--- config.mk ---
export PLATFORM = sky130hd
export DESIGN_NAME = alu_core
export DESIGN_NICKNAME = d
export VERILOG_FILES = /design/src/rtl/alu_core.sv
export SDC_FILE = /design/constraint.sdc
export NUM_CORES = 1
export LEC_CHECK = 0
export CORE_ASPECT_RATIO = 1.1
export CORE_MARGIN = 3
export CORE_UTILIZATION = 50
export CTS_CLUSTER_SIZE = 20
export DETAILED_ROUTE_END_ITERATION = 10
export PLACE_DENSITY = 0.8
export SLEW_MARGIN = 20
export SYNTH_ARGS = -nofsm -noshare
export SYNTH_HDL_FRONTEND = slang
export SYNTH_SLANG_ARGS = --single-unit
--- constraint.sdc ---
create_clock -name clk -period 2 [get_ports clk]
set_input_delay 0.5 -clock clk [delete_from_list [all_inputs] [get_ports clk]]
set_output_delay 0.5 -clock clk [all_outputs]
set_load 0.05 [all_outputs]
--- src/rtl/alu_core.sv ---
`default_nettype none
// =============================================================================
// Module   : alu_core
// Brief    : Multi-cycle ALU (add/and/xor, optional shift-add mul) with a
//            valid/ready request side and a one-cycle done pulse.
// Options  : ALU_CORE_MUL_EN - include the MUL state and shift-add multiplier
// Revision : 1.0 - initial release
// =============================================================================
module alu_core #(
   parameter int ALU_OUT_RESULT_WIDTH = 16
) (
   input  logic                              clk,
   input  logic                              rst,
   input  logic                              valid,
   input  logic [2:0]                        op,
   input  logic [ALU_OUT_RESULT_WIDTH/2-1:0] a,
   input  logic [ALU_OUT_RESULT_WIDTH/2-1:0] b,
   output logic                              ready,
   output logic                              done,
   output logic [ALU_OUT_RESULT_WIDTH-1:0]   result
);

   localparam int c_w  = ALU_OUT_RESULT_WIDTH / 2;
   localparam int c_rw = ALU_OUT_RESULT_WIDTH;

   localparam logic [2:0] c_op_add = 3'd1;
   localparam logic [2:0] c_op_and = 3'd2;
   localparam logic [2:0] c_op_xor = 3'd3;
   localparam logic [2:0] c_op_mul = 3'd4;
   localparam logic [2:0] c_op_rst = 3'd7;

`ifdef ALU_CORE_MUL_EN
   typedef enum logic [1:0] {
      ST_IDLE = 2'd0,
      ST_EXEC = 2'd1,
      ST_MUL  = 2'd2
   } state_t;
`else
   typedef enum logic [1:0] {
      ST_IDLE = 2'd0,
      ST_EXEC = 2'd1
   } state_t;
`endif

   state_t            r_state;
   state_t            w_state_next;
   logic [2:0]        r_op;
   logic [c_w-1:0]    r_a;
   logic [c_w-1:0]    r_b;
   logic [c_rw-1:0]   r_result;
   logic              r_done;

   logic              w_accept;
   logic              w_clear;
   logic              w_exec_done;
   logic              w_mul_done;
   logic [c_w:0]      w_sum;
   logic [c_rw-1:0]   w_exec_res;

`ifdef ALU_CORE_MUL_EN
   localparam int c_cw = $clog2(c_w);

   logic [c_cw-1:0]   r_cnt;
   logic [c_rw-1:0]   r_mcand;
   logic [c_rw-1:0]   r_acc;
   logic [c_rw-1:0]   w_acc_next;
`endif

   always_ff @(posedge clk) begin
      if (!rst) begin
         r_state <= ST_IDLE;
      end else begin
         r_state <= w_state_next;
      end
   end

   always_comb begin
      w_state_next = r_state;
      w_accept     = 1'b0;
      w_clear      = 1'b0;
      w_exec_done  = 1'b0;
      w_mul_done   = 1'b0;
      case (r_state)
         ST_IDLE: begin
            if (valid) begin
               w_accept = 1'b1;
               case (op)
                  c_op_add, c_op_and, c_op_xor: w_state_next = ST_EXEC;
`ifdef ALU_CORE_MUL_EN
                  c_op_mul:                     w_state_next = ST_MUL;
`endif
                  c_op_rst:                     w_clear      = 1'b1;
                  default:                      w_state_next = ST_IDLE;
               endcase
            end
         end
         ST_EXEC: begin
            w_exec_done  = 1'b1;
            w_state_next = ST_IDLE;
         end
`ifdef ALU_CORE_MUL_EN
         ST_MUL: begin
            if (r_cnt == c_cw'(c_w - 1)) begin
               w_mul_done   = 1'b1;
               w_state_next = ST_IDLE;
            end
         end
`endif
         default: w_state_next = ST_IDLE;
      endcase
   end

   // Single-cycle results are zero-extended into the full result width
   always_comb begin
      w_sum = {1'b0, r_a} + {1'b0, r_b};
      case (r_op)
         c_op_add: w_exec_res = {{(c_w-1){1'b0}}, w_sum};
         c_op_and: w_exec_res = {{c_w{1'b0}}, r_a & r_b};
         c_op_xor: w_exec_res = {{c_w{1'b0}}, r_a ^ r_b};
         default:  w_exec_res = '0;
      endcase
   end

`ifdef ALU_CORE_MUL_EN
   // One partial product per cycle: multiplier LSB gates the shifted multiplicand
   always_comb begin
      w_acc_next = r_acc + (r_b[0] ? r_mcand : '0);
   end
`endif

   always_ff @(posedge clk) begin
      if (!rst) begin
         r_op     <= '0;
         r_a      <= '0;
         r_b      <= '0;
         r_result <= '0;
         r_done   <= 1'b0;
`ifdef ALU_CORE_MUL_EN
         r_cnt    <= '0;
         r_mcand  <= '0;
         r_acc    <= '0;
`endif
      end else begin
         r_done <= w_exec_done | w_mul_done;
         if (w_accept) begin
            r_op <= op;
            r_a  <= a;
            r_b  <= b;
`ifdef ALU_CORE_MUL_EN
            r_mcand <= {{c_w{1'b0}}, a};
            r_acc   <= '0;
            r_cnt   <= '0;
`endif
         end
         if (w_clear) begin
            r_result <= '0;
         end else if (w_exec_done) begin
            r_result <= w_exec_res;
         end
`ifdef ALU_CORE_MUL_EN
         else if (w_mul_done) begin
            r_result <= w_acc_next;
         end
         if (r_state == ST_MUL) begin
            r_acc   <= w_acc_next;
            r_mcand <= r_mcand << 1;
            r_b     <= r_b >> 1;
            r_cnt   <= r_cnt + 1'b1;
         end
`endif
      end
   end

   assign ready  = (r_state == ST_IDLE);
   assign done   = r_done;
   assign result = r_result;

endmodule
`default_nettype wire
# [After elaboration in Yosys (flattened, before gate mapping)]
# Cells that the tools add are included.
[op_classes] add_sub_neg=1 order_cmp=0 n_reduce_logical=5 div_mod_pow=0 n_shift=0 n_mul=0 bitwise_logic=4 n_mux=8 n_eq_ne=8
[op_table] operator="$pmux W9 S3" count=1
[op_table] operator="$eq A3 B2 Y1 const B" count=4
[op_table] operator="$add A8 B8 Y9" count=1
[op_table] operator="$and A8 B8 Y8" count=1
[op_table] operator="$xor A8 B8 Y8" count=1
[op_table] operator="$eq A3 B1 Y1 const B" count=2
[op_table] operator="$mux W1" count=6
[op_table] operator="$pmux W2 S2" count=1
[op_table] operator="$reduce_and A2 Y1" count=2
[op_table] operator="$eq A3 B3 Y1 const B" count=1
[op_table] operator="$reduce_or A3 Y1" count=1
[op_table] operator="$eq A2 B1 Y1 const B" count=1
[op_table] operator="$logic_not A2 Y1" count=1
[op_table] operator="$not A1 Y1" count=2
[op_table] operator="$reduce_or A2 Y1" count=1
[word_totals] latchBits=0 mem_count=0 mem_bits_rw=0 rom_bits=0 input_bits=22 regBits=38

# [Longest topological paths before layout]
[depth] depth_word=5 ltp_mapped=8 mapped_depth_nobuf=8

# [Least setup slack after synthesis]
# OpenSTA, ideal clock, no wires.
[synth_path] path_kind="flip-flop to flip-flop" start="reg r_a[0]" end="reg r_result[6], in the netlist result[6]" t_required_ns=1.905 t_arrival_ns=1.681 path_buffers=0 setup_ns=0.095 synth_period_minus_slack_ns=1.776 setup_slack_ns=0.224 stages_incl_launch_ff=9 path_cell_list="dfxtp_1 > ha_1 > inv_1 > fa_1 > nand2b_1 > a21oi_1 > o21a_1 > nand3_1 > a221oi_1"
[synth_via] elab_chain_cells=2
[synth_rtl] item="start, declared" line_no="48" source="logic [c_w-1:0] r_a;"
[synth_rtl] item="start signal, assigned" line_no="134" source="r_a <= '0;"
[synth_rtl] item="start signal, assigned" line_no="147" source="r_a <= a;"
[synth_rtl] item="$add A8 B8 Y9" line_no="115" source="w_sum = {1'b0, r_a} + {1'b0, r_b};"
[synth_rtl] item="$pmux W9 S3" line_no="116" source="case (r_op)"
[synth_rtl] item="end signal, assigned" line_no="158" source="r_result <= w_exec_res;"
[synth_rtl] item="end, declared" line_no="50" source="logic [c_rw-1:0] r_result;"
# Every way passes these cells.
# A chain may end at the register's enable or synchronous reset.

# [Worst setup path after layout]
[layout_path] start="reg r_b[0]" end="reg r_result[6], in the netlist result[6]"
[layout_via] elab_chain_cells=2
[layout_rtl] item="start, declared" line_no="49" source="logic [c_w-1:0] r_b;"
[layout_rtl] item="start signal, assigned" line_no="135" source="r_b <= '0;"
[layout_rtl] item="start signal, assigned" line_no="148" source="r_b <= b;"
[layout_rtl] item="$add A8 B8 Y9" line_no="115"
[layout_rtl] item="$pmux W9 S3" line_no="116"
# Every way passes these cells.

==> flow_summary.ini <==
[detailed_routing]
drt_iter0_markers = 62
wl_per_cell_um = 12.1
routed_wl_um = 3490
firstDrtPassIters = 4
antenna_left = 0
via_count = 1493
drc = 0
vias_per_cell = 5.17

[worst_setup_path]
worstSetupStartpointType = flip-flop
path_class = flip-flop to flip-flop
worstPathRequired_ns = 2.26
crit_arrival_ns = 2.14
cp-end-kind = flip-flop
path_max_fanout = 4

[sta]
post-route-min-period_ns = 1.88
hold_viol = 0
rsz0062_at_grt = false
finClkSkew_ns = 0.0115
max_freq_mhz = 531
period_share = 0.941
slew_headroom = 0.666
tightest_slew_ns = 0.499
slew_viol_final = 0
holdWs_ns = 0.470
setup_ws_ns = 0.117
setup_violations = 0
final.setup.tns_ns = 0

[yosys]
synth-edff-count = 0
synth_seq_cells = 30
synth_top_area_share = 0.347
postSynthAreaPerCell_um2 = 8.13
yosysWarnings = 0
async_flop_share = 0
syn-instance-count = 213
syn-cell-area_mm2 = 0.00173
synth_cell_types = 44
synth_area_leaders = dfxtp_1, nand2_1, a21boi_0
yosysSeqAreaShare = 0.347
synth_ff_type = dfxtp_1
synth.largest_area_cell = dfxtp_1

[cts]
cts.repair.resized = 0
cts-root-buf = clkbuf_4
numCtsBuffers = 5
post-cts-setup-buffer-count = 0
cts_tree = yes
cts_buffer_depth = 2
ctsHoldBuffers = 0
clk_pin_slew_ns = 0.10
htreeDepth = 2
cts_sinks = 30
clk_latency_ns = 0.33

[finish]
drive_above_1_share = 0.136
fin_area_mm2 = 0.00212
area_growth_pct = 22.4
instances_no_fill = 289
n_antenna_cell = 0
fin_nets = 273
fillers = 285

[power_and_ir_drop]
leakage_uw = 0.000866
powerDensity_mw_per_mm2 = 597
seqPwrFrac = 0.506
clock_power_share = 0.295
p_sw_frac = 0.287
power_switching_uw = 363
p_comb_frac = 0.198
p_int_uw = 902
ir_worst_vdd_uv = 502

[global_routing]
grt_pass1_vias = 1335
gr-total-overflow = 0
grt_usage = 0.183
grt_pass1_wl_um = 6040
antenna_found_initial = 0
grt_max_degree = 22

[flow_run]
drv_cap = 0

[hold_path]
holdCritPathClass = flip-flop to flip-flop

[floorplanning]
initial_core_util = 0.545
core_area_mm2 = 0.00318
dieArea_mm2 = 0.00421
std_cell_rows = 21
die_h_um = 67.7
die_x_um = 62.1
io_pins = 40

[placed_design]
gp_congestion = 0.818
dpl_cell_area_mm2 = 0.00204
numPortBuffers = 32
dp_hpwl_um = 2620
place_inst = 281
dp_slack_ns = 0.0591

[outcome]
status = complete, no violations
-- final cells by class --
class	instances	area, um^2	area share
inverters	5	18.8	0.00885
well taps	46	57.6	0.0272
flip-flops and latches	30	601	0.283
multi-input cells	164	1040	0.489
clock inverters	1	5.00	0.00236
repair buffers	36	345	0.163
clock buffers	7	55.1	0.0260
-- layout by cell type, fill, tap and decap left out, types with 2 or more instances in the layout --
| cell type | synthesis | layout |
|---|---|---|
| nor4b_1 | 2 | 2 |
| a31oi_1 | 2 | 2 |
| mux2i_1 | 5 | 5 |
| a21o_1 | 2 | 2 |
| a211o_1 | 2 | 2 |
| dlymetal6s2s_1 | 0 | 2 |
| clkdlybuf4s50_1 | 0 | 21 |
| a21boi_0 | 20 | 20 |
| o21a_1 | 2 | 2 |
| mux2_2 | 2 | 2 |
| a22oi_1 | 4 | 4 |
| ha_1 | 8 | 7 |
| nand3_1 | 2 | 2 |
| dfxtp_1 | 30 | 30 |
| a221oi_1 | 3 | 2 |
| clkbuf_4 | 0 | 5 |
| inv_1 | 5 | 5 |
| nand2_1 | 47 | 47 |
| nor3b_1 | 3 | 3 |
| conb_1 | 1 | 7 |
| nor2_1 | 13 | 13 |
| a21oi_1 | 9 | 8 |
| and2b_2 | 2 | 2 |
| nor3_1 | 5 | 5 |
| o21ai_0 | 6 | 6 |
| buf_4 | 8 | 12 |
-- cell usage after synthesis, types with 3 or more instances --
cell type,number
nand2_1,47
dfxtp_1,30
a21boi_0,20
nor2_1,13
a21oi_1,9
buf_4,8
ha_1,8
clkbuf_1,7
o21ai_0,6
inv_1,5
mux2i_1,5
nor3_1,5
a22oi_1,4
buf_2,4
a221oi_1,3
nor3b_1,3
-- kinds of logic (layout without fill, tap and decap cells) --
kind of cell	after synthesis	count (layout)	share of synthesized area
AOI/OAI and AO/OA	58	58	0.236
xor gates and xnor gates	1	1	0.00506
adders and majority gates	9	9	0.0694
buffers and inverters	25	49	0.0744
DFF	30	30	0.347
muxes	7	7	0.0419
other	1	7	0.00217
and+or+nand+nor	82	82	0.224
-- sequential cells by signal, summed over array words and instances, names as in the netlist --
| name | cells |
|---|---|
| r_state | 1 |
| r_a | 8 |
| r_op | 3 |
| done | 1 |
| result | 9 |
| r_b | 8 |
-- per-layer routing --
metal | global-route usage | wire length, um | vias to the layer above
met3 | 0.0582 | 212 | 4
met2 | 0.298 | 1610 | 46
met1 | 0.225 | 1610 | 655
li1 | - | - | 788
met5 | 0 | 0 | -
met4 | 0.0773 | 60 | 0
-- stage by stage --
step                 util  total power, uW
floorplan               -              832
global placement    0.642              899
detailed placement  0.642              903
CTS                 0.661             1280
global route        0.667             1340
finish              0.667             1270
-- worst paths after layout --
check                            start        end  slack [ns]  cells past startpoint
worst max-delay path            r_b[0]  result[6]        0.12                      8
worst min-delay path            r_b[2]     r_b[2]        0.47                      2
worst max register to register  r_b[0]  result[6]        0.12                      8
worst min register to register  r_b[2]     r_b[2]        0.47                      2
-- power by group through the flow --
stage	logic (uW)	clock network, uW	registers [uW]
2_1_floorplan	182	0	650
4_1_cts	250	387	640
5_1_grt	280	420	644
6_report	251	374	640
3_3_place_gp	245	0	654
3_5_place_dp	249	0	654
-- critical path, stage by stage, from the launching register on --
cell,delay (ns)
dfxtp_1,0.35
ha_2,0.21
inv_1,0.06
fa_1,0.40
nand2b_1,0.19
a21oi_2,0.16
o21a_1,0.14
nand3_1,0.09
a221oi_2,0.22
Note: power is estimated with default switching activity, not from simulation.
==> patch 1, RTL diff (same settings) <==
Set the parameter `ALU_OUT_RESULT_WIDTH` to 18 (it was 16).
--- a/src/rtl/alu_core.sv
+++ b/src/rtl/alu_core.sv
@@ -9,3 +9,3 @@
 module alu_core #(
-   parameter int ALU_OUT_RESULT_WIDTH = 16
+   parameter int ALU_OUT_RESULT_WIDTH = 18
 ) (
Interface: changed (resized a, b and result); port bits go from 40 to 44. No check against the original RTL was run, so the function may have changed too.
==> patch 1 against the unedited design <==
- non-clock buffer count rose by 6
- routed wire length rose by 13%
- sequential cell count grew 3
- sequential power up 11%
- sequential share of layout area rose by 0.28 points
- total power rose by 6.4%
- setup slack worse by 0.065 ns
- area after synthesis grew 6.5%
- final area increased by 9.3%
==> patch 1: results <==
[outcome]
outcome = "finished clean"

[place]
port_buffers = 35
gp_congestion = 0.826
dp_cells = 307
place.detailed.hpwl_mm = 2.97

[global_route]
grt_usage_pct = 17.6
grt_pass1_wl_mm = 6.39

[worst_setup_path]
worstSetupEndpoint = "done"
slowest_delay_ns = 0.79
critical_path_required_ns = 1.50
crit_start = "done$_SDFF_PN0_"
r2r_setup_slack_ns = 0.08
slowest_stage = "clkdlybuf4s50_1"
path_max_fanout = 1

[sta]
slew_headroom_pct = 66.3

[detailed_routing]
via_per_inst = 5.25
first_pass_iters = 5
routedWlPerCell_um = 12.5

[hold_path]
worstHoldStart = "r_a[3]$_SDFFE_PN0P_"

[yosys]
synth_compound_area_share_pct = 23.5
synth_seq_area_share_pct = 35.8
avgSynthCellArea_um2 = 8.09

[finish]
drive_above_1_share_pct = 13.5
fin_nets = 300
fin_cells = 315

[power_and_ir_drop]
leakagePower_nw = 0.983
[patch 1: cell types whose count changed in the layout (fill, tap and decap cells not counted), moves of 3 or more]
| cell | unedited run | this run |
|---|---|---|
| nand2_1 | 47 | 58 |
| inv_1 | 5 | 1 |
| nor2b_1 | 1 | 5 |
| a21oi_1 | 8 | 11 |
| buf_4 | 12 | 15 |
| clkdlybuf4s50_1 | 21 | 24 |
| nand2b_1 | 1 | 4 |
| nor3_1 | 5 | 2 |
[patch 1: report_power, final]
| part | total [mW] | switching, mW | internal (mW) |
|---|---|---|---|
| logic | 0.274 | 0.151 | 0.122 |
| registers | 0.709 | 0.0247 | 0.684 |
| clock network | 0.364 | 0.231 | 0.132 |
| total | 1.35 | 0.407 | 0.938 |
[patch 1: cell type report]
cell class	count	area, µm²	share of cell area (%)
Inverter	1	3.75	0.162
Sequential cell	33	663	28.6
Multi-Input combinational cell	183	1140	49.1
Clock inverter	3	17.5	0.756
Timing Repair Buffer	42	398	17.2
Tap cell	48	60.1	2.59
Clock buffer	5	37.5	1.62
[patch 1: per-layer routing]
layer	up-vias	wire [µm]	track usage [%]
met4	0	62	6.47
met5	-	0	0
met2	49	1790	29.0
li1	852	-	-
met3	9	232	3.08
met1	744	1850	22.6
[patch 1: per-stage QoR]
stage	total power [mW]	area, µm²	worst slack (ns)	hold slack (ns)
global placement	0.985	2220	0.0939	0.455
finish	1.35	2320	0.0520	0.474
floorplan	0.901	1870	0.155	0.447
CTS	1.35	2280	0.00371	0.478
detailed placement	0.989	2220	0.0621	0.465
global route	1.42	2320	-0.0230	0.495
[patch 1: timing repair]
item,in CTS,in global routing
setup endpoints to repair,0,6
resized for setup,0,8
hold buffers,0,0
==> patch 2, RTL diff (config.mk and constraints unchanged) <==
Without the edit above. Reset style: asynchronous (`rst`), changed in 2 clocked blocks.
--- a/src/rtl/alu_core.sv
+++ b/src/rtl/alu_core.sv
@@ -68,3 +68,3 @@
 
-   always_ff @(posedge clk) begin
+   always_ff @(posedge clk or negedge rst) begin
       if (!rst) begin
@@ -130,3 +130,3 @@
 
-   always_ff @(posedge clk) begin
+   always_ff @(posedge clk or negedge rst) begin
       if (!rst) begin
Function: differs if rst is asserted again (counterexample within 4 cycles, from zero or initial values and one cycle with rst low); with rst held inactive, the same outputs for 10 cycles.
==> patch 2 against the unedited design <==
- setup slack improved by 0.034 ns
- final area decreased by 5.9%
- global-route usage grew 0.40 points
- via count shrank 22%
- area after synthesis down 6.8%
- sequential cell count stayed put
- final cell count down 27%
- routed wire length down 11%
- first-iteration DRC count decreased by 74%
Power is not compared: it rests on default switching activity, and its combinational part moved more than twofold at a synthesized area within 25%.
==> patch 2: results <==
[detailed_routing]
routedWlPerCell_um = 14.6
drt_iter0_drc = 16
first_pass_iters = 4
via_per_inst = 5.52

[global_route]
grt_max_degree = 31
antenna_found_initial = 0
grt_pass1_wl_mm = 5.25
grt_pass1_vias = 1153
grt_usage_pct = 18.7

[finish]
largest_reg_flops = 9
diodes = 0
fillCellCount = 247
drive_above_1_share_pct = 24.9
fin_nets = 208

[yosys]
yosys_warnings = 0
ys_types = 30
synth_seq_area_share_pct = 46.5
yosys-top-cells-count = "dfrtp_1, mux2_2, nand2_1"
netlist_top_cells_area = "dfrtp_1, mux2_2, ha_1"
async_flop_share_pct = 100

[worst_setup_path]
critPathTopFamily = "compound AO/OA/AOI/OAI gates"
cp.arrival_ns = 2.05
slowest_stage = "dfrtp_1"
slowest_delay_ns = 0.44
path_max_fanout = 3

[outcome]
outcome = "finished clean"

[clocking]
cts_buffer_depth = 2
cts_buffers = 5
htreeDepth = 2
clock_latency_ns = 0.33
post_cts_buffers = 0
cts-root-buf = "clkbuf_4"
path_clk_slew_ns = 0.09

[power_and_ir_drop]
ir_drop_uv = 564
leakagePower_nw = 0.906

[sta]
finClkSkew_ns = 0.00851
slew_headroom_pct = 66.7

[place]
gp_congestion = 0.822
port_buffers = 32
preCtsSetupSlack_ns = 0.0426
place.detailed.hpwl_mm = 2.38

[hold_path]
hold_class = "reg2reg"
-- patch 2: layer usage --
metal	track usage (%)	vias up	part of all wire, %
met5	0	-	0
met4	10.2	0	2.9
met3	6.88	8	5.6
met2	27.4	28	50
met1	23.5	565	41
li1	-	564	-
-- patch 2: metrics by stage --
step                util [%]  cells  power (mW)  hold slack, ns  area [µm²]
finish                  64.9    211        1.78           0.471        1990
floorplan                  -    145        1.27           0.204        1640
detailed placement      63.2    204        1.47           0.452        1940
global route            64.9    211        1.90           0.487        1990
CTS                     64.6    211        1.81           0.472        1990
global placement        63.2    204        1.44           0.450        1940
-- patch 2: worst register-to-register path: stages, from the launching register on --
cell and delay (ns):
dfrtp_1 0.44, ha_1 0.36, a211oi_2 0.25, o21ai_1 0.12, a21oi_1 0.19, xor2_1 0.22
o221ai_1 0.15
-- patch 2: logic make-up after synthesis --
logic type / synth area share (%)
buffers and inverters: 4.65
flip-flops: 46.5
other: 0.232
XOR/XNOR: 2.17
AO/OA/AOI/OAI: 12.6
multiplexers: 19.0
AND/OR/NAND/NOR: 7.44
adder cells (fa/ha/maj): 7.44
-- patch 2: worst paths after layout --
path / to / startpoint / cells after the start / slack, ns
setup / recovery: result[7]$_DFFE_PN0P_ / r_a[1]$_DFFE_PN0P_ / 6 / 0.15
hold / removal: done$_DFF_PN0_ / r_state[0]$_DFFE_PN0P_ / 0 / 0.47
setup reg to reg: result[7]$_DFFE_PN0P_ / r_a[1]$_DFFE_PN0P_ / 6 / 0.15
hold reg to reg: done$_DFF_PN0_ / r_state[0]$_DFFE_PN0P_ / 0 / 0.47
max in group asynchronous: r_b[0]$_DFFE_PN0P_ / rst / 2 / 1.16
min in group asynchronous: r_b[6]$_DFFE_PN0P_ / rst / 2 / 0.54
-- patch 2: cell type report --
type                       instances  share of cell area (%)
clock buffer                       7                    2.26
inverter                           2                   0.376
multi-input combinational        103                    40.9
sequential                        30                    37.6
tap                               34                    2.13
timing repair buffer              35                    16.7
-- patch 2: timing repair --
item,4_1_cts,5_1_grt
hold buffers,0,0
resized for setup,0,3
setup endpoints to repair,0,3
-- patch 2: power by group --
group | leakage, nW | switching, mW | internal [mW]
Clock | 0.0254 | 0.194 | 0.132
Combinational | 0.511 | 0.399 | 0.300
Sequential | 0.370 | 0.0672 | 0.692
